### src/rtl/instruction_fetch_if.sv
// instruction_fetch_if: bundles the fetch stage's memory, decode and redirect signals.
// Signals:
//   imem_req/imem_addr (fetch -> memory), imem_gnt/imem_rvalid/imem_rdata (memory -> fetch)
//   inst_valid/Instruction/inst_pc (fetch -> decode), inst_ready (decode -> fetch)
//   branch_taken/branch_base_pc/extended (execute -> fetch)
// Modports: master = fetch stage, slave = its environment.
interface instruction_fetch_if;
    logic        imem_req;
    logic [63:0] imem_addr;
    logic        imem_gnt;
    logic        imem_rvalid;
    logic [31:0] imem_rdata;
    logic        inst_valid;
    logic        inst_ready;
    logic [31:0] Instruction;
    logic [63:0] inst_pc;
    logic        branch_taken;
    logic [63:0] branch_base_pc;
    logic [63:0] extended;

    modport master (
        output imem_req, imem_addr, inst_valid, Instruction, inst_pc,
        input  imem_gnt, imem_rvalid, imem_rdata, inst_ready, branch_taken, branch_base_pc, extended
    );

    modport slave (
        input  imem_req, imem_addr, inst_valid, Instruction, inst_pc,
        output imem_gnt, imem_rvalid, imem_rdata, inst_ready, branch_taken, branch_base_pc, extended
    );
endinterface

### src/rtl/instruction_fetch.sv
// instruction_fetch: LEGv8 fetch stage owning the PC, issuing word fetches and buffering them for decode.
// Ports:
//   clk    rising-edge clock
//   rst_n  asynchronous active-low reset
//   bus    instruction_fetch_if.master: imem request/grant/response, decode valid/ready with
//          Instruction/inst_pc, and branch redirect (branch_taken, branch_base_pc, extended)
//   fetch_count/flush_count  present only when IFETCH_PERF_EN is defined
// Parameters: RESET_PC (PC after reset), FIFO_DEPTH (buffer entries, power of two, >= 2).
module instruction_fetch #(
    parameter logic [63:0] RESET_PC   = 64'h0,
    parameter int          FIFO_DEPTH = 2
) (
    input  logic clk,
    input  logic rst_n,
`ifdef IFETCH_PERF_EN
    output logic [31:0] fetch_count,
    output logic [31:0] flush_count,
    instruction_fetch_if.master bus
`else
    instruction_fetch_if.master bus
`endif
);
    localparam int AW = $clog2(FIFO_DEPTH);
    localparam int CW = AW + 1;

    typedef enum logic [1:0] {IDLE, REQ, WAIT, DROP} state_t;

    state_t        state, state_n;
    logic [63:0]   pc, target;
    logic [31:0]   buf_inst [FIFO_DEPTH];
    logic [63:0]   buf_pc   [FIFO_DEPTH];
    logic [AW-1:0] rd_ptr, wr_ptr;
    logic [CW-1:0] count, count_n;
    logic          bt, push, pop, credit;

    assign bt      = bus.branch_taken;
    // offset is in words; shifting the full 64-bit value drops the top two bits, giving mod 2^64
    assign target  = bus.branch_base_pc + (bus.extended << 2);
    assign push    = state == WAIT && bus.imem_rvalid && !bt;
    assign pop     = bus.inst_valid && bus.inst_ready && !bt;
    assign count_n = count + CW'(push) - CW'(pop);
    // credit is only consulted when nothing is outstanding afterwards (IDLE, or a response landing)
    assign credit  = count_n < CW'(FIFO_DEPTH);

    assign bus.imem_addr   = pc;
    assign bus.inst_valid  = count != '0;
    assign bus.Instruction = buf_inst[rd_ptr];
    assign bus.inst_pc     = buf_pc[rd_ptr];

    always_comb begin
        state_n = state;
        if (bt)
            // a response landing with the redirect is simply discarded; otherwise it must be drained
            state_n = (state == WAIT || state == DROP) ? (bus.imem_rvalid ? REQ : DROP) :
                      state == REQ ? (bus.imem_gnt ? DROP : REQ) : REQ;
        else
            state_n = state == IDLE ? (credit ? REQ : IDLE) :
                      state == REQ  ? (bus.imem_gnt ? WAIT : REQ) :
                      state == WAIT ? (bus.imem_rvalid ? (credit ? REQ : IDLE) : WAIT) :
                      (bus.imem_rvalid ? REQ : DROP);
    end

    always_ff @(posedge clk or negedge rst_n) begin
        if (!rst_n) begin
            state        <= IDLE;
            bus.imem_req <= 1'b0;
            pc           <= RESET_PC;
        end else begin
            state        <= state_n;
            bus.imem_req <= state_n == REQ;
            pc           <= bt ? target : (state == REQ && bus.imem_gnt) ? pc + 64'd4 : pc;
        end
    end

    // pc already advanced past the granted word while in WAIT, so the fetched PC is pc - 4
    always_ff @(posedge clk or negedge rst_n) begin
        if (!rst_n) begin
            rd_ptr <= '0;
            wr_ptr <= '0;
            count  <= '0;
            for (int i = 0; i < FIFO_DEPTH; i++) begin
                buf_inst[i] <= '0;
                buf_pc[i]   <= '0;
            end
        end else if (bt) begin
            rd_ptr <= '0;
            wr_ptr <= '0;
            count  <= '0;
        end else begin
            if (push) begin
                buf_inst[wr_ptr] <= bus.imem_rdata;
                buf_pc[wr_ptr]   <= pc - 64'd4;
                wr_ptr           <= wr_ptr + 1'b1;
            end
            if (pop)
                rd_ptr <= rd_ptr + 1'b1;
            count <= count_n;
        end
    end

`ifdef IFETCH_PERF_EN
    always_ff @(posedge clk or negedge rst_n) begin
        if (!rst_n) begin
            fetch_count <= '0;
            flush_count <= '0;
        end else begin
            if (push)
                fetch_count <= fetch_count + 32'd1;
            if (bt)
                flush_count <= flush_count + 32'd1;
        end
    end
`endif
endmodule

### src/flat_wrapper.sv
// flat-port wrapper written by rule: the top's interface ports become plain ports
module instruction_fetch_flat 
#(
    parameter logic [63:0] RESET_PC   = 64'h0,
    parameter int          FIFO_DEPTH = 2
)
  (clk, rst_n, bus_imem_req, bus_imem_addr, bus_inst_valid, bus_Instruction, bus_inst_pc, bus_imem_gnt, bus_imem_rvalid, bus_imem_rdata, bus_inst_ready, bus_branch_taken, bus_branch_base_pc, bus_extended);
  instruction_fetch_if bus_i ();
  input  logic clk;
  input  logic rst_n;
  output wire logic [$bits(bus_i.imem_req)-1:0] bus_imem_req;
  output wire logic [$bits(bus_i.imem_addr)-1:0] bus_imem_addr;
  output wire logic [$bits(bus_i.inst_valid)-1:0] bus_inst_valid;
  output wire logic [$bits(bus_i.Instruction)-1:0] bus_Instruction;
  output wire logic [$bits(bus_i.inst_pc)-1:0] bus_inst_pc;
  input wire logic [$bits(bus_i.imem_gnt)-1:0] bus_imem_gnt;
  input wire logic [$bits(bus_i.imem_rvalid)-1:0] bus_imem_rvalid;
  input wire logic [$bits(bus_i.imem_rdata)-1:0] bus_imem_rdata;
  input wire logic [$bits(bus_i.inst_ready)-1:0] bus_inst_ready;
  input wire logic [$bits(bus_i.branch_taken)-1:0] bus_branch_taken;
  input wire logic [$bits(bus_i.branch_base_pc)-1:0] bus_branch_base_pc;
  input wire logic [$bits(bus_i.extended)-1:0] bus_extended;
  assign bus_imem_req = bus_i.imem_req;
  assign bus_imem_addr = bus_i.imem_addr;
  assign bus_inst_valid = bus_i.inst_valid;
  assign bus_Instruction = bus_i.Instruction;
  assign bus_inst_pc = bus_i.inst_pc;
  assign bus_i.imem_gnt = bus_imem_gnt;
  assign bus_i.imem_rvalid = bus_imem_rvalid;
  assign bus_i.imem_rdata = bus_imem_rdata;
  assign bus_i.inst_ready = bus_inst_ready;
  assign bus_i.branch_taken = bus_branch_taken;
  assign bus_i.branch_base_pc = bus_branch_base_pc;
  assign bus_i.extended = bus_extended;
  instruction_fetch #(.RESET_PC(RESET_PC), .FIFO_DEPTH(FIFO_DEPTH)) u_core (.clk(clk), .rst_n(rst_n), .bus(bus_i));
endmodule
### config.mk
export PLATFORM = sky130hd
export DESIGN_NAME = instruction_fetch_flat
export DESIGN_NICKNAME = d
export VERILOG_FILES = /design/src/rtl/instruction_fetch_if.sv /design/src/rtl/instruction_fetch.sv /design/src/flat_wrapper.sv
export SDC_FILE = /design/constraint.sdc
export NUM_CORES = 1
export LEC_CHECK = 0
export BUFFER_PORTS_ARGS = -buffer_cell sky130_fd_sc_hd__buf_4
export CAP_MARGIN = 5
export CORE_UTILIZATION = 46
export DETAILED_ROUTE_END_ITERATION = 7
export GPL_TIMING_DRIVEN = 0
export PLACE_DENSITY = 0.74
export SYNTH_ARGS = -nofsm -noshare
export SYNTH_HDL_FRONTEND = slang
export SYNTH_SLANG_ARGS = --single-unit
### constraint.sdc
create_clock -name clk -period 8.4 [get_ports clk]
set_input_delay 0 -clock clk [delete_from_list [all_inputs] [get_ports clk]]
set_output_delay 0 -clock clk [all_outputs]
set_load 0.02 [all_outputs]
==> impl_metrics.env <==
export IMPL_via_per_inst=5.52
export IMPL_place_area_um2=19600
export IMPL_grt_usage_pct=26.4
export IMPL_cts_tree="done"
export IMPL_timing_final_ws_setup_ns=4.27
export IMPL_route_detailed_drc=0
export IMPL_vias=14679
export IMPL_yosysTopAreaCell="dfrtp_1"
export IMPL_nFillCells=2994
export IMPL_start_kind="input port"
export IMPL_grt_pass1_wl_um=77100
export IMPL_final_nets=2409
export IMPL_fin_skew_ns=0.0202
export IMPL_hold_class="input port to async pin"
export IMPL_status="finished clean"
export IMPL_end_kind="flip-flop"
export IMPL_diodes=0
export IMPL_pin_count=328
export IMPL_tns_ns=0
export IMPL_syn_num_nets=2006
export IMPL_path_class="input port to flip-flop"
export IMPL_synthFlopType="dfrtp_1"
export IMPL_die_w_um=192
export IMPL_post_drt_wl_per_cell_um=18.5
export IMPL_numCtsBuffers=28
export IMPL_area_growth_syn_to_layout_pct=27.4
export IMPL_final_antenna_net_count=0
export IMPL_finalPower_mw=5.18
export IMPL_cap_violations=0
export IMPL_p_sw_mw=1.90
export IMPL_power_share_clock_pct=24.8
export IMPL_grt_overflow=0
export IMPL_dr_pass1_iters=5
export IMPL_finalCritPeriodShare_pct=49.2
export IMPL_cp_required_ns=8.83
export IMPL_cts_setup_buffers=0
export IMPL_yosysWarnings=0
export IMPL_synth_common_cells="dfrtp_1 (263), nand2_1 (172), mux2_2 (171)"
export IMPL_drtIter0Drc=722
export IMPL_maxSlewHeadroom_pct=36.1
export IMPL_synthDistinctLibCells=77
export IMPL_synth_area_um2=16500
export IMPL_internal_power_mw=3.28
export IMPL_peakVddDrop_v=0.000231
export IMPL_worst_slew_pin_slew_ns=0.950
export IMPL_yosys_top_cells_area="dfrtp_1 (40%), mux2_2 (12%), xnor2_1 (5.9%), a21oi_1 (5.0%), ha_1 (4.9%)"
export IMPL_yosysSeqAreaShare_pct=39.8
export IMPL_dp_hpwl_um=37200
export IMPL_synth_edf_count=0
export IMPL_async_flop_share_pct=100
export IMPL_clock_sinks=263
export IMPL_dieArea_um2=36700
export IMPL_leakage_nw=9.43
export IMPL_initial_utilization_pct=46.6
export IMPL_routed_wl_um=49100
export IMPL_finalHoldViolations=0
export IMPL_setup_viol=0
export IMPL_gp_congestion=0.932
export IMPL_htreeDepth=1
export IMPL_drive_above_1_share_pct=26.8
export IMPL_pwr_share_comb_pct=40.8
export IMPL_synth_top_area_share_pct=39.8
export IMPL_antenna_found_initial=0
export IMPL_drv_slew=0
export IMPL_path_clk_slew_ns=0.06
export IMPL_core_area_um2=35500
export IMPL_cts_resized=0
export IMPL_insertion_delay_ns=0.55
export IMPL_syn_instance_count=1774
export IMPL_yosysMostFrequentCell="dfrtp_1"
export IMPL_cellPowerDensity_nw_per_um2=246
export IMPL_numPortBuffers=324
export IMPL_stdcell_area_um2=21100
export IMPL_period_needed_ns=4.13
export IMPL_grt_pass1_vias=14413
export IMPL_synth_avg_cell_area_um2=9.31
export IMPL_cts_buffer_depth=3
export IMPL_cp_arrival_ns=4.57
export IMPL_pre_cts_ws_ns=4.36
export IMPL_cp_max_fo=4
export IMPL_rows=69
export IMPL_cts_root_buffer_cell="clkbuf_16"
export IMPL_multiInputGateArea_um2=9370
export IMPL_fmaxAchievable_ghz=0.242
export IMPL_die_h_um=192
export IMPL_rsz0062_at_grt="no"
export IMPL_ff_latch_area_um2=6580
export IMPL_p_sw_share_pct=36.8
export IMPL_r2r_slack_ns=4.86
export IMPL_yosys_register_bits=263
export IMPL_seqPwrFrac_pct=34.4
export IMPL_grt_max_degree=124
## what timing repair did
action / 4_1_cts / 5_1_grt
hold endpoints to repair: 250 / 0
hold buffers: 47 / 0
endpoints found under the setup margin: 0 / 0
## power groups by stage
stage | registers [mW] | clock network [mW] | logic, mW
6_report | 1.78 | 1.28 | 2.11
5_1_grt | 1.82 | 1.35 | 2.27
4_1_cts | 1.78 | 1.30 | 2.11
3_5_place_dp | 1.80 | 0 | 2.07
3_3_place_gp | 1.78 | 0 | 2.05
2_1_floorplan | 1.81 | 0 | 1.19
## cells by family after synthesis
group	Yosys count	synth area share [%]
DFF	263	39.8
xor gates and xnor gates	178	9.43
buffers and inverters	135	3.46
muxes	177	12.0
and+or+nand+nor	553	16.1
AOI/OAI and AO/OA	402	14.1
adders and majority gates	66	5.04
## state kept, by name (all words and copies together), names as in the netlist
| signal | flops |
|---|---|
| u_core.buf_inst | 64 |
| u_core.buf_pc | 128 |
| u_core.bus.imem_addr | 64 |
| u_core.bus.imem_req | 1 |
| u_core.count | 2 |
| u_core.rd_ptr | 1 |
| u_core.state | 2 |
| u_core.wr_ptr | 1 |
## through the flow
| step | instances | hold WS [ns] | util, % |
|---|---|---|---|
| finish | 2657 | 0.00403 | 59.3 |
| global route | 2657 | 0.0230 | 59.3 |
| CTS | 2657 | 0.00225 | 59.3 |
| detailed placement | 2561 | -0.0624 | 55.2 |
| global placement | 2559 | 0.235 | 55.1 |
| floorplan | 1774 | -0.296 | - |
## cells in the final DEF, fill, tap and decap left out, drive strengths merged, types with 19 or more instances in the layout
cell,n
nor2,171
clkbuf,127
inv,30
nand4,32
a21o,29
dfrtp,263
nor3,44
and3,19
xor2,67
xnor2,111
mux2,171
nand3,35
ha,65
nand2,173
o21ai,124
a21oi,164
buf,345
dlygate4sd3,46
## critical path, stage by stage
cell and delay (ns):
dlygate4sd3_1 0.55, buf_4 0.14, ha_1 0.21, fa_1 0.41, a21o_1 0.21, a221oi_1 0.54
o21ai_0 0.34, and3_1 0.29, nor4_1 0.72, o21bai_1 0.37, a21boi_0 0.43, nor3_1 0.10
a311oi_1 0.26
## path summary, 6_finish.rpt
kind,startpoint,end,depth (start not counted)
setup reg to reg,u_core.bus.imem_addr[16],u_core.buf_pc[127],10
max in group asynchronous,rst_n,u_core.buf_inst[40],4
setup / recovery,bus_branch_base_pc[2],u_core.bus.imem_addr[52],13
hold / removal,rst_n,u_core.bus.imem_addr[10],3
hold reg to reg,u_core.buf_pc[58],u_core.buf_pc[58],2
min in group clk,bus_branch_base_pc[29],u_core.bus.imem_addr[29],4
## layer usage
layer,part of all wire [%],track usage [%],vias to the layer above
met5,0,0,-
met4,3.4,8.94,0
met3,5.5,3.41,81
met2,48,44.4,441
met1,44,35.0,7099
li1,-,-,7058
## area by class of cell
type	count	share of cell area [%]
plain buffers	107	2.22
repair buffers	373	14.2
multi-input cells	1376	44.5
clock buffers	39	3.90
clock inverters	10	0.695
well taps	461	2.74
flip-flops and latches	263	31.3
inverters	28	0.499
Power figures use the tool's default switching activity.
